<file path="src/rtl/bcd_entry.sv">
// Keypad BCD entry: collects up to three digits and commits them to the
// converter input A with a one-cycle start strobe St.
module bcd_entry (
    input  logic        clk,
    input  logic        rst,
    input  logic [3:0]  key,
    input  logic        key_dn,
    input  logic        enter,
    input  logic        clear,
    output logic [11:0] A,
    output logic        St,
    output logic [1:0]  cnt,
    output logic        err
);

    typedef enum logic [1:0] {ENTRY, COMMIT, ERROR} state_t;

    state_t      state_q, state_d;
    logic        key_dn_q, enter_q;
    logic        press_q, cmt_q;
    logic [3:0]  key_q;
    logic [11:0] p_q, p_d;
    logic [1:0]  cnt_q, cnt_d;
    logic        err_q, err_d;
    logic [11:0] a_q, a_d;
    logic        st_q, st_d;
    logic        press_d, cmt_d;

    // Edges are registered into one-cycle pulses; clear kills a pulse born
    // in its own cycle so a simultaneous press/enter leaves no trace.
    assign press_d = key_dn & ~key_dn_q & ~clear;
    assign cmt_d   = enter  & ~enter_q  & ~clear;

    always_comb begin
        state_d = state_q;
        p_d     = p_q;
        cnt_d   = cnt_q;
        err_d   = err_q;
        a_d     = a_q;
        st_d    = 1'b0;
        if (clear) begin
            p_d     = '0;
            cnt_d   = '0;
            err_d   = 1'b0;
            state_d = ENTRY;
        end else begin
            case (state_q)
                COMMIT: begin
                    a_d     = p_q;
                    st_d    = 1'b1;
                    p_d     = '0;
                    cnt_d   = '0;
                    state_d = ENTRY;
                end
                ERROR: ;
                default: begin
                    if (cmt_q) begin
                        state_d = COMMIT;
                    end else if (press_q) begin
                        if (key_q > 4'd9) begin
                            err_d   = 1'b1;
                            state_d = ERROR;
                        end else if (cnt_q != 2'd3) begin
                            p_d   = {p_q[7:0], key_q};
                            cnt_d = cnt_q + 2'd1;
                        end
                    end
                end
            endcase
        end
    end

    always_ff @(posedge clk or posedge rst) begin
        if (rst) begin
            state_q  <= ENTRY;
            key_dn_q <= 1'b0;
            enter_q  <= 1'b0;
            press_q  <= 1'b0;
            cmt_q    <= 1'b0;
            key_q    <= '0;
            p_q      <= '0;
            cnt_q    <= '0;
            err_q    <= 1'b0;
            a_q      <= '0;
            st_q     <= 1'b0;
        end else begin
            state_q  <= state_d;
            key_dn_q <= key_dn;
            enter_q  <= enter;
            press_q  <= press_d;
            cmt_q    <= cmt_d;
            key_q    <= key;
            p_q      <= p_d;
            cnt_q    <= cnt_d;
            err_q    <= err_d;
            a_q      <= a_d;
            st_q     <= st_d;
        end
    end

    assign A   = a_q;
    assign St  = st_q;
    assign cnt = cnt_q;
    assign err = err_q;

endmodule

</file>
<file path="config.mk">
export PLATFORM = sky130hd
export DESIGN_NAME = bcd_entry
export DESIGN_NICKNAME = d
export VERILOG_FILES = /design/src/rtl/bcd_entry.sv
export SDC_FILE = /design/constraint.sdc
export NUM_CORES = 1
export LEC_CHECK = 0
export CAP_MARGIN = 20
export CORE_MARGIN = 3
export CORE_UTILIZATION = 40
export CTS_CLUSTER_SIZE = 10
export DETAILED_ROUTE_END_ITERATION = 10
export DONT_BUFFER_PORTS = 1
export PLACE_DENSITY = 0.58
export SLEW_MARGIN = 10
export SYNTH_ARGS = -nofsm -noshare
export SYNTH_HDL_FRONTEND = slang
export SYNTH_SLANG_ARGS = --single-unit
</file>
<file path="constraint.sdc">
create_clock -name clk -period 1.75 [get_ports clk]
set_input_delay 0.4375 -clock clk [delete_from_list [all_inputs] [get_ports clk]]
set_output_delay 0.4375 -clock clk [all_outputs]
set_load 0.01 [all_outputs]
</file>
==> run summary, run 1 <==
Ports - 25
# setup viols final - 14
FF-to-FF End - p_q[2]
CP max stage delay - 530 ps
Cell area after synthesis - 1460 um^2
Area Growth Syn to Fin - 16.7%
Clk sinks - 38
Highest clock rate - 563 MHz
Worst EP arrival - 2070 ps
Hold_buf cts - 0
Overall routing resource usage - 0.135
Nets - 125
Req. time, crit path - 2040 ps
CTS root buf - clkbuf_4
Crit start category - flop
Worst r2r src - state_q[1]
WL met2 - 1.15 mm
DRT Wirelength - 2.57 mm
TritonCTS clock tree - yes
Tightest Pin Transition - 459 ps
Seq/Total Area, Yosys - 0.652
CTS buffer count - 5
Worst-Skew Late Latency - 350 ps
Largest net degree at the start of global routing - 39
Routed vias - 826
Antenna violations before repair - 0
Unique masters post-synth - 21
Drt pass-1 iters - 4
Share of the synthesized area in the top cell type - 0.652
Core area - 3420 um^2
Post-route clock period utilization - 1.02
Final GP Congestion - 0.821
Die height - 66.4 um
Syn Inst Count - 95
Syn avg cell area - 15.3 um^2
Drt via density - 5.16
Yosys reg bits - 38
Initial DRC Count - 30
CP Class - flop to flop
Die Area - 4400 um^2
Row count - 21
Worst path cell trace - inv_2, ha_4, or4_4, nor4b_4, buf_4, a22o_2
Metal3 WL - 180 um
Routed metal-1 wirelength - 1.17 mm
Final hold vios - 0
Initial core utilization - 0.427
Worst hold path type - primary input to asynchronous set/reset pin
GRT overflow - 0
Reg2Reg Depth - 6
CP max-delay cell - or4_4
R2R Setup Slk - -30 ps
Pwr Total - 1.50 mW
Vias in the first global route - 871
Peak supply drop - 0.500 mV
Number of H-tree levels - 2
Final Slew Violations - 0
Final worst slack - -26.8 ps
Fraction of layout cells with a size suffix above 1 - 0.500
Lkg Pwr - 0.837 nW
Failing checks - negative setup slack
Post-Syn Nets - 107
Synth top area cells - dfrtp_1, mux2_2, a22o_2
Fin crit period - 1780 ps
Final Non-Filler Cells - 160
First-pass GRT wire length - 4.30 mm
CTS max path bufs - 2
Detail Placement HPWL - 1.70 mm
PwrDens - 883 nW/um^2
Port bufs - 0
Clock Skew - 11.5 ps
Clk slew on worst S/H paths - 120 ps
Uppermost layer routed - met4
Die W - 66.4 um
Cell taking the most area after synthesis - dfrtp_1
DRC Markers - 0
CP max FO - 7
DR WL/cell - 16.0 um
Worst rel slew slack - 0.694
CP Capture Type - flop
Status - finished with violations
Max-cap violations - 0
Placed Cells incl. Taps - 150
Yosys warnings - 0
Antenna Violating Nets Remaining - 0
# diodes - 0
RSZ-0062 raised after global routing - true
[routing by layer]
metal | vias up | track usage
met4 | 0 | 0.0939
li1 | 376 | -
met3 | 8 | 0.0510
met1 | 419 | 0.166
met5 | - | 0
met2 | 23 | 0.193
[how the worst max path moves through the flow]
stage	depth (start not counted)	slack, ps	end	startpoint
after floorplan	5	-70	p_q[0]	state_q[0]
after global placement	6	-30	cnt[0]	state_q[1]
after detailed placement	7	-90	p_q[1]	state_q[1]
after CTS	6	-30	p_q[0]	state_q[1]
after global routing	6	-140	p_q[1]	state_q[1]
final	6	-30	p_q[2]	state_q[1]
[worst max-delay path, delay by kind of cell (launching register included)]
kind | cells | cell delay [ps]
buf+inv | 2 | 260
simple gates | 2 | 770
fa+ha+maj | 1 | 160
compound gates | 1 | 140
flops | 1 | 390
[state kept, by name, indices dropped and copies added (netlist names)]
signal    count
err           1
enter_q       1
key_dn_q      1
press_q       1
A            12
p_q          12
St            1
cmt_q         1
cnt           2
key_q         4
state_q       2
[cell usage in the layout, fill, tap and decap left out, drive strengths merged]
cell type	count
dfrtp	38
buf	14
a22o	13
mux2	13
inv	6
clkbuf	6
nor3b	3
a21oi	3
ha	3
nor2	2
nor4b	2
or4	1
o21ai	1
and2b	1
a211oi	1
nand2b	1
o211ai	1
o32ai	1
or3b	1
nand3b	1
clkinv	1
clkinvlp	1
[synthesized netlist by cell type, drive strengths merged]
cell type	n
nor2	2
ha	3
or4	1
o211ai	1
o21ai	1
mux2	13
nand2b	1
a21oi	3
dfrtp	38
nor4b	2
or3b	1
inv	6
and2b	1
buf	3
nor3b	3
a22o	13
a211oi	1
nand3b	1
o32ai	1
[cells by family after synthesis]
kind of cell,Yosys count,synth area share
AND/OR/NAND/NOR,12,0.0721
buffers and inverters,9,0.0300
multiplexers,13,0.100
AO/OA/AOI/OAI,20,0.119
adder cells (fa/ha/maj),3,0.0258
flip-flops,38,0.652
[through the flow]
step	hold slack, ps	cell area (um^2)	util	setup slack (ps)	setup TNS (ps)
floorplan	382	1470	-	-70.7	-707
global placement	386	1600	0.468	-34.0	-417
detailed placement	388	1600	0.468	-91.7	-1020
CTS	74.3	1690	0.493	-28.1	-260
global route	73.0	1700	0.498	-139	-1820
finish	65.0	1700	0.498	-26.8	-244
[cell type report]
cell class              count  area, um^2
repair buffers             14         105
clock buffers               6        51.3
multi-input cells          48         500
clock inverters             2        12.5
fillers                   295        1720
flip-flops and latches     38         951
well taps                  46        57.6
inverters                   6        22.5
[report_power, final]
part | switching, mW | internal (mW) | total (mW)
sequential | 0.0178 | 0.898 | 0.916
combinational | 0.0516 | 0.0439 | 0.0955
clock | 0.297 | 0.193 | 0.490
[what timing repair did]
action                     4_1_cts  5_1_grt
pin swaps                        3        1
buffers inserted                 1        1
gates resized for setup          4        1
hold endpoints to repair         0        0
setup endpoints to repair       14       14
Power figures use the tool's default switching activity.
==> run 2, diff against run 1 <==
Settings changed: SETUP_SLACK_MARGIN from default to 0.2, SLEW_MARGIN 10 to 5.
==> run 2 against run 1 <==
The flow still finishes with violations (negative setup slack). Count of clock-buffer cells in the layout unchanged. Sequential cell count unchanged. Non-clock buffer count up 2. Clock skew down 6.9 ps. Via count up 0.97%. Sequential power about the same. Power up 0.73%. First-iteration DRC count up 23%. Critical endpoint is now p_q[10]. Register-to-register slack worse by 80 ps. Final cell count up 1.3%.
==> run summary, run 2 (same netlist as run 1, synthesis figures left out) <==
Lkg Pwr - 0.924 nW
Pint - 1.15 mW
DR WL/cell - 17.1 um
CP max FO - 8
DRC Markers - 0
Die height - 66.4 um
Highest clock rate - 539 MHz
FF-to-FF End - p_q[10]
Failing checks - negative setup slack
Fraction of layout cells with a size suffix above 1 - 0.526
Die Area - 4400 um^2
Number of H-tree levels - 2
DRT Wirelength - 2.76 mm
Crit start category - flop
TritonCTS clock tree - yes
CTS buffer count - 5
Routed vias - 834
Clock power share - 0.313
Max-cap violations - 0
Final hold vios - 0
Die W - 66.4 um
Core area - 3420 um^2
R2R Setup Slk - -110 ps
Drt pass-1 iters - 6
Commonest cells after routing, fill and taps aside - dfrtp_1, mux2_4, buf_4
Flop pwr share - 0.607
Final core occ - 0.535
Peak supply drop - 0.501 mV
Placed cell areas - 1580 um^2
Post-route clock period utilization - 1.06
Clk sinks - 38
Switching power - 359 uW
Final worst slack - -105 ps
Worst-Skew Late Latency - 340 ps
RSZ-0062 raised after global routing - true
Placed Cells incl. Taps - 147
Critical path endpoint - p_q[10]
PwrDens - 827 nW/um^2
Final Cell Area - 1830 um^2
Drt via density - 5.15
Worst rel slew slack - 0.693
Initial DRC Count - 37
Largest net degree at the start of global routing - 39
Reg2Reg Depth - 5
Clock Skew - 4.61 ps
Nets - 127
Ports - 25
CTS max path bufs - 2
Final GP Congestion - 0.775
# setup viols final - 14
CP Class - flop to flop
Final Slew Violations - 0
Status - finished with violations
# diodes - 0
Worst r2r src - state_q[0]
Final Non-Filler Cells - 162
CTS root buf - clkbuf_4
Row count - 21
Combinational Power Share - 0.080
Overall routing resource usage - 0.140
Req. time, crit path - 2030 ps
Port bufs - 0
Area Growth Syn to Fin - 25.4%
Vias in the first global route - 905
Worst hold path type - primary input to asynchronous set/reset pin
Fin crit period - 1860 ps
CP Capture Type - flop
Worst EP arrival - 2140 ps
Switch share - 0.237
First-pass GRT wire length - 4.43 mm
Detail Placement HPWL - 1.69 mm
GRT overflow - 0
Antenna violations before repair - 0
Initial core utilization - 0.427
Crit. Startpoint - state_q[0]
Antenna Violating Nets Remaining - 0
Total negative slack - -1390 ps
Commonest non-fill, non-tap cell in the layout - dfrtp_1
Clk slew on worst S/H paths - 110 ps
Tightest Pin Transition - 461 ps
==> run 2: changes by cell type in the layout (fill, tap and decap cells not counted), moves of 2 or more <==
cell    delta
a22o_2     -2
a22o_4     +2
buf_6      +2
mux2_4    +12
mux2_2    -12
buf_4      -2
==> run 2: worst min-delay path by stage <==
stage                           to  cells after the start  startpoint
final                     key_dn_q                      2         rst
after global placement     press_q                      1    key_dn_q
after global routing      key_q[0]                      0      key[0]
after CTS                 key_dn_q                      2         rst
after floorplan              cmt_q                      1     enter_q
after detailed placement     cmt_q                      1     enter_q
==> run 2: per-layer routing <==
layer,GRT usage,vias up,wire [um],part of all wire
met1,0.160,413,1190,0.43
li1,-,389,-,-
met5,0,-,0,0
met3,0.0646,5,210,0.076
met2,0.212,27,1320,0.48
met4,0.0812,0,42,0.015
==> run 2: final cells by class <==
| type | count | area (um^2) |
|---|---|---|
| inverters | 6 | 22.5 |
| clock buffers | 6 | 51.3 |
| fillers | 289 | 1590 |
| flip-flops and latches | 38 | 952 |
| repair buffers | 16 | 158 |
| well taps | 46 | 57.6 |
| clock inverters | 2 | 12.5 |
| multi-input cells | 48 | 574 |
==> run 2: worst max-delay path, cell delays in order (launching register included) <==
cell     delay (ps)
dfrtp_2         470
ha_4            180
or4_4           550
nor4b_4         260
buf_4           200
a22o_2          140
==> run 2: what timing repair did <==
action	CTS	global route
pin swaps	3	0
buffers inserted	3	3
endpoints found under the hold margin	0	0
hold buffers	0	0
gates cloned	0	1
resized for setup	13	14
endpoints found under the setup margin	14	27
==> run 2: per-stage QoR <==
stage,power (mW),hold WS [ps],worst slack [ps]
6_report,1.51,78.3,-105
5_1_grt,1.59,76.4,-181
4_1_cts,1.52,81.4,-66.6
3_5_place_dp,1.02,388,-86.9
3_3_place_gp,1.02,386,-17.4
2_1_floorplan,0.992,382,-68.0
==> run 2: power by group through the flow <==
stage	Clock, mW	Sequential, mW	Combinational (mW)
floorplan	0	0.929	0.0630
global placement	0	0.932	0.0849
detailed placement	0	0.933	0.0883
CTS	0.497	0.917	0.104
global route	0.540	0.921	0.134
finish	0.474	0.917	0.121
==> run 3, diff against run 2 <==
Settings changed: CORE_ASPECT_RATIO from default to 2.
==> run 3 against run 2 <==
The run still ends with negative setup slack left. Cell area down 3.8%. Combinational power down 14%. Clock power up 26%. Non-clock buffer count down 2. Die area up 1.0%. Critical path depth unchanged. Hold slack better by 78 ps. Global-route usage down 0.62 points. Clock skew about the same. Register-to-register slack better by 60 ps. First-iteration DRC count down 43%. Power up 7.0%.
==> run summary, run 3 (same netlist as run 1, synthesis figures left out) <==
Lkg Pwr - 0.866 nW
CP max-delay cell - or4_4
Row count - 30
GR Util met3 - 0.0394
CP Capture Type - flop
Routed vias - 815
Status - finished with violations
Tightest Pin Transition - 468 ps
Commonest non-fill, non-tap cell in the layout - dfrtp_1
Port bufs - 0
CP top delay family - simple AND/OR/NAND/NOR gates
Nets - 125
Number of H-tree levels - 2
Met2 usage - 0.224
CTS max path bufs - 2
Max-cap violations - 0
Final Slew Violations - 0
Detail Placement HPWL - 1.76 mm
CP max stage delay - 550 ps
Grt peak-use layer - met2
CTS root buf - clkbuf_8
Worst rel slew slack - 0.688
Fin crit period - 1790 ps
First-pass GRT wire length - 4.37 mm
Largest net degree at the start of global routing - 39
Final GP Congestion - 0.780
RSZ-0062 raised after global routing - true
PwrDens - 920 nW/um^2
Hold_buf cts - 0
Final core occ - 0.509
CP Class - flop to flop
Clock Skew - 4.64 ps
Commonest cells after routing, fill and taps aside - dfrtp_1, a22o_2, mux2_2
Die Area - 4450 um^2
Antenna violations before repair - 0
Final hold vios - 0
GRT overflow - 0
Worst path cell trace - ha_4, or4_4, nor4b_4, buf_4, a22o_2
Worst hold path type - primary input to asynchronous set/reset pin
Peak supply drop - 0.491 mV
Post-route clock period utilization - 1.02
Die W - 48.7 um
Req. time, crit path - 1980 ps
Crit start category - flop
DRT Wirelength - 2.65 mm
Met1 usage - 0.139
Worst r2r src - state_q[0]
Core area - 3450 um^2
Overall routing resource usage - 0.133
DRC Markers - 0
Die height - 91.4 um
Initial core utilization - 0.422
Area Growth Syn to Fin - 20.7%
Highest clock rate - 558 MHz
Initial DRC Count - 21
Vias in the first global route - 840
Worst EP arrival - 2020 ps
Clk sinks - 38
Final Non-Filler Cells - 162
CP max FO - 5
TritonCTS clock tree - yes
WP buf/inv - 1
# diodes - 0
Worst-Skew Late Latency - 280 ps
Drt via density - 5.03
Failing checks - negative setup slack
Drt pass-1 iters - 3
Antenna Violating Nets Remaining - 0
CTS buffer count - 5
DR WL/cell - 16.4 um
Placed Cells incl. Taps - 149
Final worst slack - -41.9 ps
# setup viols final - 14
Crit. Startpoint - state_q[0]
Ports - 25
Fraction of layout cells with a size suffix above 1 - 0.500
Clk slew on worst S/H paths - 70 ps
==> run 3: area by class of cell <==
class / instances / area [um^2]
clock buffers: 7 / 86.3
clock inverters: 1 / 5.00
fillers: 303 / 1690
inverters: 6 / 22.5
multi-input cells: 48 / 510
flip-flops and latches: 38 / 951
well taps: 48 / 60.1
repair buffers: 14 / 124
==> run 3: routing by layer <==
| metal | wire (um) | vias up |
|---|---|---|
| met4 | 68 | 0 |
| met3 | 102 | 8 |
| met2 | 1490 | 19 |
| met5 | 0 | - |
| met1 | 990 | 409 |
| li1 | - | 379 |
==> run 3: report_power, final <==
group,leakage (nW),switching (mW),internal [mW]
clock,0.0482,0.281,0.317
combinational,0.303,0.0544,0.0495
sequential,0.514,0.0181,0.898
==> run 3: path summary, 6_finish.rpt <==
path / to / slack (ps) / depth (start not counted)
worst max-delay path: p_q[1] / -40 / 5
worst min-delay path: A[0] / 160 / 2
worst max register to register: p_q[1] / -40 / 5
worst min register to register: press_q / 400 / 1
max in group asynchronous: A[10] / 1270 / 2
min in group clk: enter_q / 180 / 0
==> run 3: repair_timing <==
item                       in CTS  in global routing
buffers inserted                3                  1
setup endpoints to repair      14                 16
gates resized for setup         3                 10
gates cloned                    0                  1
pin swaps                       3                  0
==> run 3: through the flow <==
step / setup WS, ps / instance area, um^2 / setup TNS (ps) / power [mW] / hold slack [ps]
2_1_floorplan: -68.0 / 1470 / -680 / 0.992 / 382
3_3_place_gp: -27.2 / 1580 / -181 / 1.02 / 395
3_5_place_dp: -93.7 / 1580 / -1030 / 1.02 / 390
4_1_cts: -37.9 / 1700 / -357 / 1.63 / 164
5_1_grt: -125 / 1760 / -1430 / 1.69 / 162
6_report: -41.9 / 1760 / -417 / 1.62 / 156
